$ cat src/rtl/mips_mc_pkg.sv
// Shared encodings for the multicycle MIPS controller: opcodes, FSM states,
// datapath select codes and the packed control-word type.
package mips_mc_pkg;

  typedef enum logic [3:0] {
    S_FETCH  = 4'd0,
    S_DECODE = 4'd1,
    S_MEMADR = 4'd2,
    S_MEMRD  = 4'd3,
    S_MEMWB  = 4'd4,
    S_MEMWR  = 4'd5,
    S_REX    = 4'd6,
    S_RWB    = 4'd7,
    S_BRANCH = 4'd8,
    S_IEX    = 4'd9,
    S_IWB    = 4'd10,
    S_JUMP   = 4'd11,
    S_JAL    = 4'd12,
    S_JR     = 4'd13
  } state_t;

  localparam logic [5:0] OP_RTYPE = 6'b000000;
  localparam logic [5:0] OP_J     = 6'b000010;
  localparam logic [5:0] OP_JAL   = 6'b000011;
  localparam logic [5:0] OP_BEQ   = 6'b000100;
  localparam logic [5:0] OP_BNE   = 6'b000101;
  localparam logic [5:0] OP_ADDI  = 6'b001000;
  localparam logic [5:0] OP_ANDI  = 6'b001100;
  localparam logic [5:0] OP_ORI   = 6'b001101;
  localparam logic [5:0] OP_LW    = 6'b100011;
  localparam logic [5:0] OP_SW    = 6'b101011;
  localparam logic [5:0] FN_JR    = 6'b001000;

  localparam logic [1:0] ALU_ADD   = 2'b00;
  localparam logic [1:0] ALU_SUB   = 2'b01;
  localparam logic [1:0] ALU_FUNCT = 2'b10;
  localparam logic [1:0] ALU_LOGIC = 2'b11;

  localparam logic [1:0] PC_ALU    = 2'b00;
  localparam logic [1:0] PC_ALUOUT = 2'b01;
  localparam logic [1:0] PC_JUMP   = 2'b10;
  localparam logic [1:0] PC_A      = 2'b11;

  localparam logic [1:0] RD_RT  = 2'b00;
  localparam logic [1:0] RD_RD  = 2'b01;
  localparam logic [1:0] RD_R31 = 2'b10;

  localparam logic [1:0] M2R_ALUOUT = 2'b00;
  localparam logic [1:0] M2R_MDR    = 2'b01;
  localparam logic [1:0] M2R_PC     = 2'b10;

  localparam logic [1:0] SRCB_B     = 2'b00;
  localparam logic [1:0] SRCB_FOUR  = 2'b01;
  localparam logic [1:0] SRCB_IMM   = 2'b10;
  localparam logic [1:0] SRCB_IMMSH = 2'b11;

  localparam int unsigned TIMER_W = 8;

  typedef struct packed {
    logic       pc_en;
    logic       iord;
    logic       mem_read;
    logic       mem_write;
    logic       ir_write;
    logic       reg_write;
    logic       alu_src_a;
    logic       instr_done;
    logic       illegal;
    logic       mem_err;
    logic [1:0] reg_dst;
    logic [1:0] mem_to_reg;
    logic [1:0] alu_src_b;
    logic [1:0] alu_op;
    logic [1:0] pc_src;
  } ctl_t;

  function automatic logic is_mem_state(input state_t s);
    return (s == S_FETCH) || (s == S_MEMRD) || (s == S_MEMWR);
  endfunction

endpackage

$ cat src/rtl/multicycle_control_if.sv
// IR/ALU-flag/memory-handshake inputs and datapath control outputs of the
// multicycle controller; master = controller side.
interface multicycle_control_if #(parameter int unsigned STATE_W = 4);
  logic [5:0]         opcode;
  logic [5:0]         funct;
  logic               zero;
  logic               mem_ready;
  logic               pc_en;
  logic               iord;
  logic               mem_read;
  logic               mem_write;
  logic               ir_write;
  logic               reg_write;
  logic               alu_src_a;
  logic               instr_done;
  logic               illegal;
  logic               mem_err;
  logic [1:0]         reg_dst;
  logic [1:0]         mem_to_reg;
  logic [1:0]         alu_src_b;
  logic [1:0]         alu_op;
  logic [1:0]         pc_src;
  logic [STATE_W-1:0] state;

  modport master (
    input  opcode, funct, zero, mem_ready,
    output pc_en, iord, mem_read, mem_write, ir_write, reg_write, alu_src_a,
           instr_done, illegal, mem_err, reg_dst, mem_to_reg, alu_src_b,
           alu_op, pc_src, state
  );

  modport slave (
    output opcode, funct, zero, mem_ready,
    input  pc_en, iord, mem_read, mem_write, ir_write, reg_write, alu_src_a,
           instr_done, illegal, mem_err, reg_dst, mem_to_reg, alu_src_b,
           alu_op, pc_src, state
  );
endinterface

$ cat src/rtl/mc_mem_timer.sv
// Counts consecutive mem_ready-low cycles of one memory access; expired
// flags that MEM_TIMEOUT wait cycles have elapsed.
module mc_mem_timer
  import mips_mc_pkg::*;
#(
  parameter int unsigned MEM_TIMEOUT = 15
) (
  input  logic clk,
  input  logic reset,
  input  logic clr,
  input  logic waiting,
  output logic expired
);

  logic [TIMER_W-1:0] cnt;

  assign expired = (cnt == TIMER_W'(MEM_TIMEOUT));

  always_ff @(posedge clk or posedge reset) begin
    if (reset)                    cnt <= '0;
    else if (clr)                 cnt <= '0;
    else if (waiting && !expired) cnt <= cnt + 1'b1;
  end

endmodule

$ cat src/rtl/multicycle_control.sv
// Multicycle MIPS control FSM with bounded memory waits.
// Optional jal/jr support: define MULTICYCLE_JAL_EN.
module multicycle_control
  import mips_mc_pkg::*;
#(
  parameter int unsigned MEM_TIMEOUT = 15,
  parameter int unsigned STATE_W     = 4
) (
  input logic                  clk,
  input logic                  reset,
  multicycle_control_if.master bus
);

  state_t state, next;
  ctl_t   ctl, outs;
  logic   expired, waiting, clr;

  always_ff @(posedge clk or posedge reset) begin
    if (reset) state <= S_FETCH;
    else       state <= next;
  end

  // Every taken transition (including the FETCH self-loop after a timeout)
  // restarts the wait count for the next access.
  assign waiting = is_mem_state(state) && !bus.mem_ready;
  assign clr     = (next != state) || expired;

  mc_mem_timer #(.MEM_TIMEOUT(MEM_TIMEOUT)) u_timer (
    .clk     (clk),
    .reset   (reset),
    .clr     (clr),
    .waiting (waiting),
    .expired (expired)
  );

  always_comb begin
    ctl  = '0;
    next = state;
    case (state)
      S_FETCH: begin
        if (expired) begin
          ctl.mem_err = 1'b1;
        end else begin
          ctl.mem_read = 1'b1;
          if (bus.mem_ready) begin
            ctl.ir_write  = 1'b1;
            ctl.pc_en     = 1'b1;
            ctl.alu_src_b = SRCB_FOUR;
            next          = S_DECODE;
          end
        end
      end
      S_DECODE: begin
        ctl.alu_src_b = SRCB_IMMSH;
        case (bus.opcode)
          OP_LW, OP_SW:             next = S_MEMADR;
          OP_BEQ, OP_BNE:           next = S_BRANCH;
          OP_ADDI, OP_ANDI, OP_ORI: next = S_IEX;
          OP_J:                     next = S_JUMP;
`ifdef MULTICYCLE_JAL_EN
          OP_RTYPE:                 next = (bus.funct == FN_JR) ? S_JR : S_REX;
          OP_JAL:                   next = S_JAL;
`else
          OP_RTYPE:                 next = S_REX;
`endif
          default: begin
            ctl.illegal = 1'b1;
            next        = S_FETCH;
          end
        endcase
      end
      S_MEMADR: begin
        ctl.alu_src_a = 1'b1;
        ctl.alu_src_b = SRCB_IMM;
        next          = (bus.opcode == OP_LW) ? S_MEMRD : S_MEMWR;
      end
      S_MEMRD: begin
        ctl.iord = 1'b1;
        if (expired) begin
          ctl.mem_err = 1'b1;
          next        = S_FETCH;
        end else begin
          ctl.mem_read = 1'b1;
          if (bus.mem_ready) next = S_MEMWB;
        end
      end
      S_MEMWB: begin
        ctl.reg_write  = 1'b1;
        ctl.mem_to_reg = M2R_MDR;
        ctl.reg_dst    = RD_RT;
        ctl.instr_done = 1'b1;
        next           = S_FETCH;
      end
      S_MEMWR: begin
        ctl.iord = 1'b1;
        if (expired) begin
          ctl.mem_err = 1'b1;
          next        = S_FETCH;
        end else begin
          ctl.mem_write = 1'b1;
          if (bus.mem_ready) begin
            ctl.instr_done = 1'b1;
            next           = S_FETCH;
          end
        end
      end
      S_REX: begin
        ctl.alu_src_a = 1'b1;
        ctl.alu_src_b = SRCB_B;
        ctl.alu_op    = ALU_FUNCT;
        next          = S_RWB;
      end
      S_RWB: begin
        ctl.reg_write  = 1'b1;
        ctl.reg_dst    = RD_RD;
        ctl.mem_to_reg = M2R_ALUOUT;
        ctl.instr_done = 1'b1;
        next           = S_FETCH;
      end
      S_BRANCH: begin
        ctl.alu_src_a  = 1'b1;
        ctl.alu_op     = ALU_SUB;
        ctl.pc_src     = PC_ALUOUT;
        ctl.pc_en      = (bus.opcode == OP_BNE) ? !bus.zero : bus.zero;
        ctl.instr_done = 1'b1;
        next           = S_FETCH;
      end
      S_IEX: begin
        ctl.alu_src_a = 1'b1;
        ctl.alu_src_b = SRCB_IMM;
        ctl.alu_op    = (bus.opcode == OP_ADDI) ? ALU_ADD : ALU_LOGIC;
        next          = S_IWB;
      end
      S_IWB: begin
        ctl.reg_write  = 1'b1;
        ctl.instr_done = 1'b1;
        next           = S_FETCH;
      end
      S_JUMP: begin
        ctl.pc_src     = PC_JUMP;
        ctl.pc_en      = 1'b1;
        ctl.instr_done = 1'b1;
        next           = S_FETCH;
      end
`ifdef MULTICYCLE_JAL_EN
      S_JAL: begin
        ctl.reg_write  = 1'b1;
        ctl.reg_dst    = RD_R31;
        ctl.mem_to_reg = M2R_PC;
        ctl.pc_src     = PC_JUMP;
        ctl.pc_en      = 1'b1;
        ctl.instr_done = 1'b1;
        next           = S_FETCH;
      end
      S_JR: begin
        ctl.pc_src     = PC_A;
        ctl.pc_en      = 1'b1;
        ctl.instr_done = 1'b1;
        next           = S_FETCH;
      end
`endif
      default: next = S_FETCH;
    endcase
  end

  // Outputs are forced low for as long as reset is held, not just after an edge.
  assign outs = reset ? '0 : ctl;

  assign bus.pc_en      = outs.pc_en;
  assign bus.iord       = outs.iord;
  assign bus.mem_read   = outs.mem_read;
  assign bus.mem_write  = outs.mem_write;
  assign bus.ir_write   = outs.ir_write;
  assign bus.reg_write  = outs.reg_write;
  assign bus.alu_src_a  = outs.alu_src_a;
  assign bus.instr_done = outs.instr_done;
  assign bus.illegal    = outs.illegal;
  assign bus.mem_err    = outs.mem_err;
  assign bus.reg_dst    = outs.reg_dst;
  assign bus.mem_to_reg = outs.mem_to_reg;
  assign bus.alu_src_b  = outs.alu_src_b;
  assign bus.alu_op     = outs.alu_op;
  assign bus.pc_src     = outs.pc_src;
  assign bus.state      = reset ? '0 : STATE_W'(state);

endmodule

$ cat src/flat_wrapper.sv
// flat-port wrapper written by rule: the top's interface ports become plain ports
module multicycle_control_flat import mips_mc_pkg::*;
#(
  parameter int unsigned MEM_TIMEOUT = 15,
  parameter int unsigned STATE_W     = 4
)
  (clk, reset, bus_opcode, bus_funct, bus_zero, bus_mem_ready, bus_pc_en, bus_iord, bus_mem_read, bus_mem_write, bus_ir_write, bus_reg_write, bus_alu_src_a, bus_instr_done, bus_illegal, bus_mem_err, bus_reg_dst, bus_mem_to_reg, bus_alu_src_b, bus_alu_op, bus_pc_src, bus_state);
  multicycle_control_if #(.STATE_W(STATE_W)) bus_i ();
  input logic clk;
  input logic reset;
  input wire logic [$bits(bus_i.opcode)-1:0] bus_opcode;
  input wire logic [$bits(bus_i.funct)-1:0] bus_funct;
  input wire logic [$bits(bus_i.zero)-1:0] bus_zero;
  input wire logic [$bits(bus_i.mem_ready)-1:0] bus_mem_ready;
  output wire logic [$bits(bus_i.pc_en)-1:0] bus_pc_en;
  output wire logic [$bits(bus_i.iord)-1:0] bus_iord;
  output wire logic [$bits(bus_i.mem_read)-1:0] bus_mem_read;
  output wire logic [$bits(bus_i.mem_write)-1:0] bus_mem_write;
  output wire logic [$bits(bus_i.ir_write)-1:0] bus_ir_write;
  output wire logic [$bits(bus_i.reg_write)-1:0] bus_reg_write;
  output wire logic [$bits(bus_i.alu_src_a)-1:0] bus_alu_src_a;
  output wire logic [$bits(bus_i.instr_done)-1:0] bus_instr_done;
  output wire logic [$bits(bus_i.illegal)-1:0] bus_illegal;
  output wire logic [$bits(bus_i.mem_err)-1:0] bus_mem_err;
  output wire logic [$bits(bus_i.reg_dst)-1:0] bus_reg_dst;
  output wire logic [$bits(bus_i.mem_to_reg)-1:0] bus_mem_to_reg;
  output wire logic [$bits(bus_i.alu_src_b)-1:0] bus_alu_src_b;
  output wire logic [$bits(bus_i.alu_op)-1:0] bus_alu_op;
  output wire logic [$bits(bus_i.pc_src)-1:0] bus_pc_src;
  output wire logic [$bits(bus_i.state)-1:0] bus_state;
  assign bus_i.opcode = bus_opcode;
  assign bus_i.funct = bus_funct;
  assign bus_i.zero = bus_zero;
  assign bus_i.mem_ready = bus_mem_ready;
  assign bus_pc_en = bus_i.pc_en;
  assign bus_iord = bus_i.iord;
  assign bus_mem_read = bus_i.mem_read;
  assign bus_mem_write = bus_i.mem_write;
  assign bus_ir_write = bus_i.ir_write;
  assign bus_reg_write = bus_i.reg_write;
  assign bus_alu_src_a = bus_i.alu_src_a;
  assign bus_instr_done = bus_i.instr_done;
  assign bus_illegal = bus_i.illegal;
  assign bus_mem_err = bus_i.mem_err;
  assign bus_reg_dst = bus_i.reg_dst;
  assign bus_mem_to_reg = bus_i.mem_to_reg;
  assign bus_alu_src_b = bus_i.alu_src_b;
  assign bus_alu_op = bus_i.alu_op;
  assign bus_pc_src = bus_i.pc_src;
  assign bus_state = bus_i.state;
  multicycle_control #(.MEM_TIMEOUT(MEM_TIMEOUT), .STATE_W(STATE_W)) u_core (.clk(clk), .reset(reset), .bus(bus_i));
endmodule
$ cat config.mk
export PLATFORM = sky130hd
export DESIGN_NAME = multicycle_control_flat
export DESIGN_NICKNAME = d
export VERILOG_FILES = /design/src/rtl/mips_mc_pkg.sv /design/src/rtl/multicycle_control_if.sv /design/src/rtl/mc_mem_timer.sv /design/src/rtl/multicycle_control.sv /design/src/flat_wrapper.sv
export SDC_FILE = /design/constraint.sdc
export NUM_CORES = 1
export LEC_CHECK = 0
export ABC_AREA = 0
export CAP_MARGIN = 10
export CORE_UTILIZATION = 42
export DETAILED_ROUTE_END_ITERATION = 10
export PLACE_DENSITY = 0.76
export SLEW_MARGIN = 20
export SYNTH_ARGS = -nofsm -noshare
export SYNTH_HDL_FRONTEND = slang
export SYNTH_HIERARCHICAL = 1
export SYNTH_SLANG_ARGS = --single-unit
$ cat constraint.sdc
create_clock -name clk -period 2.5 [get_ports clk]
set_input_delay 0.375 -clock clk [delete_from_list [all_inputs] [get_ports clk]]
set_output_delay 0.375 -clock clk [all_outputs]
set_load 0.05 [all_outputs]
# ---- After elaboration in Yosys (flattened, before gate mapping)
# Cells that the tools add are included.
dict set report word_totals {
  ff_bits 12
  input_bits 16
  word_cells 82
}
dict set report op_classes {
  addsub 1
  eq_ne 21
  muxes 36
  n_reduce_logical 22
}
# op n
set ops {}
lappend ops {{$mux 4} 7}
lappend ops {{$pmux 4 s7} 1}
lappend ops {{$mux 20} 1}
lappend ops {{$pmux 4 s5} 1}
lappend ops {{$eq 6x4->1 const B} 3}
lappend ops {{$eq 4x3->1 const B} 4}
lappend ops {{$eq 4x4->1 const B} 4}
lappend ops {{$mux 8} 2}
lappend ops {{$mux 1} 15}
lappend ops {{$eq 6x3->1 const B} 2}
lappend ops {{$eq 6x6->1 const B} 2}
lappend ops {{$pmux 2 s3} 2}
lappend ops {{$reduce_or 2->1} 5}
lappend ops {{$reduce_or 3->1} 3}
lappend ops {{$reduce_or 9->1} 1}
lappend ops {{$add 8x1->8 const B} 1}
lappend ops {{$eq 4x2->1 const B} 2}
lappend ops {{$eq 8x4->1 const B} 1}
lappend ops {{$eq 6x2->1 const B} 1}
lappend ops {{$logic_not 6->1} 1}
lappend ops {{$pmux 3 s2} 1}
lappend ops {{$reduce_or 5->1} 1}
lappend ops {{$eq 4x1->1 const B} 1}
lappend ops {{$logic_not 4->1} 1}
lappend ops {{11 further kinds} 17}

# ---- Depth between registers and ports, before layout
# Gate-level depths: netlist (run 1).
dict set report depth {
  word_depth 7
  ltp_mapped 11
  depth_no_buf 10
}

# ---- Cells and area by module
# Netlist (run 1), hierarchy kept.
# module n_inst cells_each area_per_inst_um2
set by_module_without_submodules {}
lappend by_module_without_submodules {multicycle_control 1 123 808.3}
lappend by_module_without_submodules {mc_mem_timer 1 49 464.2}

# ---- Worst setup path after synthesis (run 1)
# No wires, ideal clock.
dict set report synth_timing {
  kind {flip-flop to output port}
  startpoint {register u_core.u_timer.cnt[0]}
  endpoint {output bus_mem_read}
  arrival_time_ps 2592
  t_required_ps 2125
  slack_ps -467
  path_stages_with_launch 6
  n_path_buf 0
  cell_sequence {dfrtp_1 -> ha_1 -> and3_1 -> nor2_1 -> nand2_1 -> nor4_1}
}
dict set report synth_between {
  elab_chain_len 4
}
# element line
set synth_rtl {}
lappend synth_rtl {{start, declared} mc_mem_timer.sv:15} ;# logic [TIMER_W-1:0] cnt;
lappend synth_rtl {{start signal, assigned} mc_mem_timer.sv:22} ;# else if (waiting && !expired) cnt <= cnt + 1'b1;
lappend synth_rtl {{$eq 8x4->1} mc_mem_timer.sv:17} ;# assign expired = (cnt == TIMER_W'(MEM_TIMEOUT));
lappend synth_rtl {{net u_core.expired} multicycle_control.sv:16} ;# logic expired, waiting, clr;
lappend synth_rtl {{$mux 1} {multicycle_control.sv:41, multicycle_control.sv:79}}
lappend synth_rtl {{$mux 1} -}
lappend synth_rtl {{$mux 20} multicycle_control.sv:167} ;# assign outs = reset ? '0 : ctl;
lappend synth_rtl {{end, declared} flat_wrapper.sv:17} ;# output wire logic [$bits(bus_i.mem_read)-1:0] bus_mem_read;
# The timed path passes the listed nets, and every way through them passes these cells.

# ---- Worst setup path after layout (run 1)
dict set report layout_timing {
  startpoint {register u_core.u_timer.cnt[5]}
  endpoint {register u_core.u_timer.cnt[5]}
}
dict set report layout_between {
  elab_chain_len 6
  word_cells_on_any_way 13
}
# element line
set layout_rtl {}
lappend layout_rtl {{$eq 8x4->1 *} mc_mem_timer.sv:17}
lappend layout_rtl {{net u_core.expired} multicycle_control.sv:16}
lappend layout_rtl {{$mux 4, on equally long branches} {multicycle_control.sv:96, multicycle_control.sv:41, multicycle_control.sv:79}}
lappend layout_rtl {{$pmux 4 s7 *} multicycle_control.sv:39} ;# case (state)
lappend layout_rtl {{net u_core.next[2]} multicycle_control.sv:14} ;# state_t state, next;
lappend layout_rtl {{$ne 4x4->1 *} multicycle_control.sv:26} ;# assign clr = (next != state) || expired;
lappend layout_rtl {{$logic_or 1x1->1 *} multicycle_control.sv:26}
lappend layout_rtl {{net u_core.clr} multicycle_control.sv:16}
lappend layout_rtl {{$mux 8 or $reduce_bool 2->1 (tied branches)} -}
# The timed path passes the listed nets; every way through them passes the cells marked *. The select of a mux whose other input is x is not followed.
# A chain may end at the register's enable or synchronous reset.

==> run metrics, run 1 <==
outcome complete, but fails checks; violated checks design-rule violations, negative setup slack; DR iter-0 viols 47; pre-CTS setup slack -0.575 ns; design area about 2300 sq um; Worst VDD drop 0.481 mV; r2r startpoint u_core/u_timer/cnt[5]$_DFFE_PP0P_; H-tree levels 1; # rows 19; Final Setup Violations 8; worst setup margin -0.247 ns; max_slew headroom roughly three fifths; Worst EP required 2.65 ns; RSZ-0062 raised after global routing true; largest net degree at the start of global routing 15; Overall Global Routing Usage roughly 28%; per-cell routed wire length 16.6 microns; reg-to-reg slack, setup -0.25 ns; Detail Route Antenna Nets 0; WHS Path Cells 3; Worst-path clk slew 0.07 ns; Mapped Cells 172; PD cells between 600 and 700 nW/um^2; first-pass GRT wire length 7070 microns; initial antenna violation count 0; Initial Util 45.4%; setup TNS -1.43 ns; WS Path Type flip-flop to flip-flop; Port-buffer cells 31; cts bufs inserted 3; CP endpoint kind flip-flop; Max-Cap Viols 0; flops & latches, synth 12; die height 57.0 microns; Synth Area per Inst 7.40 sq um; DRT Pass-1 Iters 7; Area Growth Syn to Fin 77.4%; Leak 0.00105 uW; Routability Congestion 0.949; Max Root-Sink Buffers 2; share of layout cells above drive strength 1 about two fifths; total gr overflow 0; # clock sinks 12; Layout Nets 258; CP Launch Type flip-flop; hpwl dp approximately 3300 microns; synthesized cell area ~1300 sq um; Final period util 110%; post-placement cell count 262; Ys Warns 6; worst r2r dst u_core/u_timer/cnt[5]$_DFFE_PP0P_; R2R depth 10; vias in the first global route 1583; asr flop ratio synth 100%; Max Slew Vio Count 0; Synth cell types between 50 and 60; Non-Filler Instances 270; CTS tree yes; # DRC 10; Hold Path End u_core/state[2]$_DFF_PP0_; Seq/Total Area, Yosys 23.6%; routed vias/inst 6.06; Core Footprint 2810 sq um; skew final 0.00192 ns; Fin. Hold Viols 0; CP arrival around 2.9 ns; clk_lat worst skew around 0.27 ns; via count 1637; Area after DPL 2110 sq um; Worst-Margin Slew between 0.5 and 0.6 ns; Root Buffer clkbuf_4; fmax approximately 360 MHz; most common flop cell mapped by yosys dfrtp_1; Tmin final 2.75 ns; Chip Width ~57 microns; CP Max Fanout 8; die area 3250 sq um; number of placed I/O pins 40; worst min path class input pin to flip-flop; hold path startpoint bus_opcode[1]; drt total wl 4490 microns; EDFF count, synth 0; Inserted Diodes 0
kinds of logic (layout without fill, tap and decap cells):
family | after synthesis | in the layout | share of synthesized area (%)
simple gates | 89 | 89 | 40.0
compound gates | 37 | 37 | 20.7
buf+inv | 24 | 90 | 7.77
flops | 12 | 12 | 23.6
mux | 5 | 5 | 4.52
xor+xnor | 3 | 3 | 2.07
fa+ha+maj | 1 | 1 | 0.983
other cells | 1 | 2 | 0.295
state kept, by name, summed over array words and instances, names as in the netlist:
signal and flops:
u_core/u_timer/cnt 8, u_core/state 4
synthesized netlist by cell type (all sizes together) (2+ instances only):
master / instances / area (sq um)
mux2: 3 / 37.5
mux2i: 2 / 20.0
a211oi: 2 / 15.0
and3: 4 / 25.0
a211o: 2 / 17.5
a32oi: 2 / 17.5
nand2b: 4 / 25.0
nand2: 8 / 32.5
nor3b: 3 / 22.5
nand3: 5 / 25.0
xnor2: 2 / 17.5
a311oi: 2 / 23.8
o211ai: 2 / 15.0
dfrtp: 12 / 300
nor2: 21 / 78.8
nor4b: 3 / 26.3
clkbuf: 9 / 33.8
nor2b: 13 / 81.3
a21oi: 11 / 55.1
buf: 5 / 27.5
o21ai: 5 / 25.0
nand4: 2 / 12.5
or4: 3 / 26.3
nor4: 5 / 37.5
inv: 10 / 37.5
or3: 3 / 18.8
nor3: 9 / 45.0
how the worst max path moves through the flow:
stage | startpoint | end | slack (ns) | depth (start not counted)
CTS | u_core/u_timer/cnt[4]$_DFFE_PP0P_ | u_core/u_timer/cnt[5]$_DFFE_PP0P_ | -0.20 | 10
finish | u_core/u_timer/cnt[5]$_DFFE_PP0P_ | u_core/u_timer/cnt[5]$_DFFE_PP0P_ | -0.25 | 10
global placement | bus_opcode[3] | u_core/u_timer/cnt[5]$_DFFE_PP0P_ | -0.40 | 8
detailed placement | bus_opcode[4] | u_core/u_timer/cnt[5]$_DFFE_PP0P_ | -0.58 | 9
floorplan | u_core/state[2]$_DFF_PP0_ | bus_alu_op[0] | -0.01 | 5
global route | u_core/u_timer/cnt[7]$_DFFE_PP0P_ | u_core/u_timer/cnt[5]$_DFFE_PP0P_ | -0.36 | 10
what timing repair did:
item / in CTS / in global routing
hold endpoints to repair: 0 / 0
endpoints found under the setup margin: 10 / 11
pin swaps: 6 / 4
hold buffers: 0 / 0
gates resized for setup: 7 / 12
buffers inserted: 3 / 2
gates cloned: 0 / 0
stage by stage:
stage          hold WS, ns  total power [uW]  util [%]
2_1_floorplan        0.191               869         -
3_3_place_gp         0.672              1290      75.3
3_5_place_dp         0.679              1320      75.3
4_1_cts              0.691              1500      78.2
5_1_grt              0.694              1640      80.5
6_report             0.689              1550      80.5
critical path, cell delays in order, from the launching register on:
cell      delay [ns]
dfrtp_1         0.42
nor4_4          0.31
and3_4          0.24
nor2_1          0.05
o211a_1         0.13
a211o_1         0.27
mux2_2          0.27
o211ai_1        0.50
inv_1           0.20
o311ai_2        0.12
o41ai_1         0.12
area by class of cell:
class,instances,area [sq um]
well taps,31,38.8
multi-input cells,137,993
repair buffers,77,865
flip-flops and latches,12,300
fillers,172,548
clock buffers,3,22.5
inverters,10,37.5
power breakdown:
group	leakage, uW	switching, uW	internal [uW]	total [uW]
logic	0.000868	659	550	1210
registers	0.000165	13.1	217	230
clock network	0.0000138	59.4	55.8	115
layout by cell type (no fill, tap or decap), types with 4 or more instances in the layout:
cell type and n:
a21oi_1 11, buf_12 20, buf_4 47, clkdlybuf4s50_1 5
dfrtp_1 12, dlymetal6s2s_1 4, inv_1 9, nand2_1 7
nand2b_1 4, nand3_1 4, nor2_1 18, nor2b_1 11
nor3_1 5, nor3_2 4, o21ai_0 4
per-layer routing:
layer,up-vias,track usage (%),part of all wire (%)
met5,-,0,0
met4,0,12.5,3.5
met3,27,2.04,5.6
met2,90,54.5,54
met1,761,29.9,37
li1,759,-,-
No activity file was read; power rests on OpenSTA's default activity.
==> run 2, diff against run 1 <==
Settings changed: CORE_MARGIN set to 1, SKIP_CTS_REPAIR_TIMING set to 1.
==> run metrics, run 2 (synthesis results as in run 1) <==
most frequent cells in the layout buf_4 (46), buf_12 (20), nor2_1 (18); Worst EP required 2.66 ns (about the same); routed vias/inst 6.04 (-0.31%); per-cell routed wire length 17.9 microns (+7.3%); utilization after layout 80.6% (+0.13 points); P_sw 775 uW (+5.9%); Overall Global Routing Usage 26.7% (-1.0 points); # clock sinks 12 (unchanged); largest net degree at the start of global routing 15 (unchanged); share of layout cells above drive strength 1 41.0% (unchanged); number of placed I/O pins 40 (unchanged); Max Slew Vio Count 0 (unchanged); Chip Width 57.0 microns (unchanged); overall power 1650 uW (+5.8%); internal cell power 871 uW (+5.8%); WS Path Type flip-flop to flip-flop; Detail Route Antenna Nets 0 (unchanged); worst setup margin -0.301 ns (-0.0545 ns); clk_lat worst skew 0.27 ns (about the same); CP endpoint kind flip-flop; # rows 19 (unchanged); CP Launch Type flip-flop; Port-buffer cells 31 (unchanged); first-pass GRT wire length 6840 microns (-3.2%); Hold WS 0.691 ns (+0.00173 ns); combinational power share 78.9% (+1.1 points); Top reg by flops u_core/u_timer/cnt; Layout Nets 258 (unchanged); H-tree levels 1 (unchanged); Worst-Margin Slew 0.536 ns (-0.0615 ns); # DRC 10 (unchanged); drt total wl 4820 microns (+7.3%); Area Growth Syn to Fin 77.7%; Fin. Hold Viols 0 (unchanged); Final Setup Violations 10 (+2); clock power share 7.1% (-0.3 points); max_slew headroom 64.1% (+4.1 points); initial antenna violation count 0 (unchanged); Area after DPL 2110 sq um (unchanged); commonest non-fill, non-tap cell in the layout buf_4; CTS tree yes; switching share of power 47.1% (about the same); die height 57.0 microns (unchanged); violated checks design-rule violations, negative setup slack; CP Max Fanout 4 (-4); DR iter-0 viols 98 (+110%); fmax 357 MHz (-1.9%); Worst VDD drop 0.474 mV (-1.4%); Final period util 112% (+2.2 points); total gr overflow 0 (unchanged); via count 1632 (-0.31%); design area 2260 sq um (+0.17%); Root Buffer clkbuf_4; Tmin final 2.80 ns (+0.0545 ns); worst min path class flip-flop to flip-flop; hpwl dp 3280 microns (unchanged); Max-Cap Viols 0 (unchanged); Initial Util 45.4% (unchanged); Worst-path clk slew 0.07 ns (about the same); Max Root-Sink Buffers 2 (unchanged); skew final 0.00145 ns (-0.000462 ns); DRT Pass-1 Iters 7 (unchanged); CP arrival 2.96 ns (+0.07 ns); Core Footprint 2810 sq um (unchanged); top flop regs u_core/u_timer/cnt: 8 flops, u_core/state: 4 flops; PD cells 728 nW/um^2 (+5.7%); Routability Congestion 0.949 (unchanged); Leak 0.00105 uW (about the same); die area 3250 sq um (unchanged); sequential power share 14.0% (-0.8 points); cts bufs inserted 3 (unchanged); Inserted Diodes 0 (unchanged); pre-CTS setup slack -0.575 ns (unchanged); vias in the first global route 1551 (-2.0%); max reg flops 8 (unchanged); RSZ-0062 raised after global routing true; outcome complete, but fails checks
==> run 2: changes by cell type in the layout (fill, tap and decap cells not counted), sizes merged <==
cell           previous run  this run
clkdlybuf4s50             5         6
dlymetal6s2s              4         3
==> run 2: layout make-up <==
class                           instances  area (sq um)
Tap cell                               31          38.8
Fill cell                             171           544
Multi-Input combinational cell        137           993
Clock buffer                            3          22.5
Inverter                               10          40.0
Timing Repair Buffer                   77           866
Sequential cell                        12           300
==> run 2: final timing paths <==
path,cells after the start,endpoint,slack (ns),from
worst max-delay path,10,u_core/u_timer/cnt[0]$_DFFE_PP0P_,-0.30,u_core/u_timer/cnt[4]$_DFFE_PP0P_
worst min-delay path,3,u_core/u_timer/cnt[2]$_DFFE_PP0P_,0.69,u_core/u_timer/cnt[2]$_DFFE_PP0P_
max in group asynchronous,3,u_core/u_timer/cnt[7]$_DFFE_PP0P_,1.40,reset
min in group asynchronous,3,u_core/state[3]$_DFF_PP0_,0.79,reset
worst max register to register,10,u_core/u_timer/cnt[0]$_DFFE_PP0P_,-0.30,u_core/u_timer/cnt[4]$_DFFE_PP0P_
worst min register to register,3,u_core/u_timer/cnt[2]$_DFFE_PP0P_,0.69,u_core/u_timer/cnt[2]$_DFFE_PP0P_
==> run 2: power by group through the flow <==
stage | logic (uW) | clock network [uW] | registers (uW)
after detailed placement | 1090 | 0 | 233
after floorplan | 632 | 0 | 236
final | 1300 | 116 | 231
after global placement | 1060 | 0 | 233
after CTS | 1090 | 121 | 230
after global routing | 1360 | 129 | 233
==> run 2: worst max-delay path, stage by stage (launching register included) <==
cell	delay, ns
dfrtp_1	0.41
nor4_4	0.42
and3_4	0.27
nor2_2	0.04
o211a_1	0.13
a211o_1	0.27
mux2_4	0.31
o211ai_1	0.31
buf_4	0.20
nor2b_1	0.05
mux2_4	0.27
==> run 2: layer usage <==
metal	routed length, microns	up-vias	global-route usage [%]
li1	-	761	-
met1	1850	781	29.1
met2	2640	79	52.4
met3	239	11	1.81
met4	95	0	11.8
met5	0	-	0
==> run 2: per-stage QoR <==
| step | std cells | TNS, ns |
|---|---|---|
| floorplan | 173 | -0.0138 |
| global placement | 262 | -2.29 |
| detailed placement | 262 | -3.79 |
| CTS | 265 | -2.12 |
| global route | 270 | -2.56 |
| finish | 270 | -1.91 |
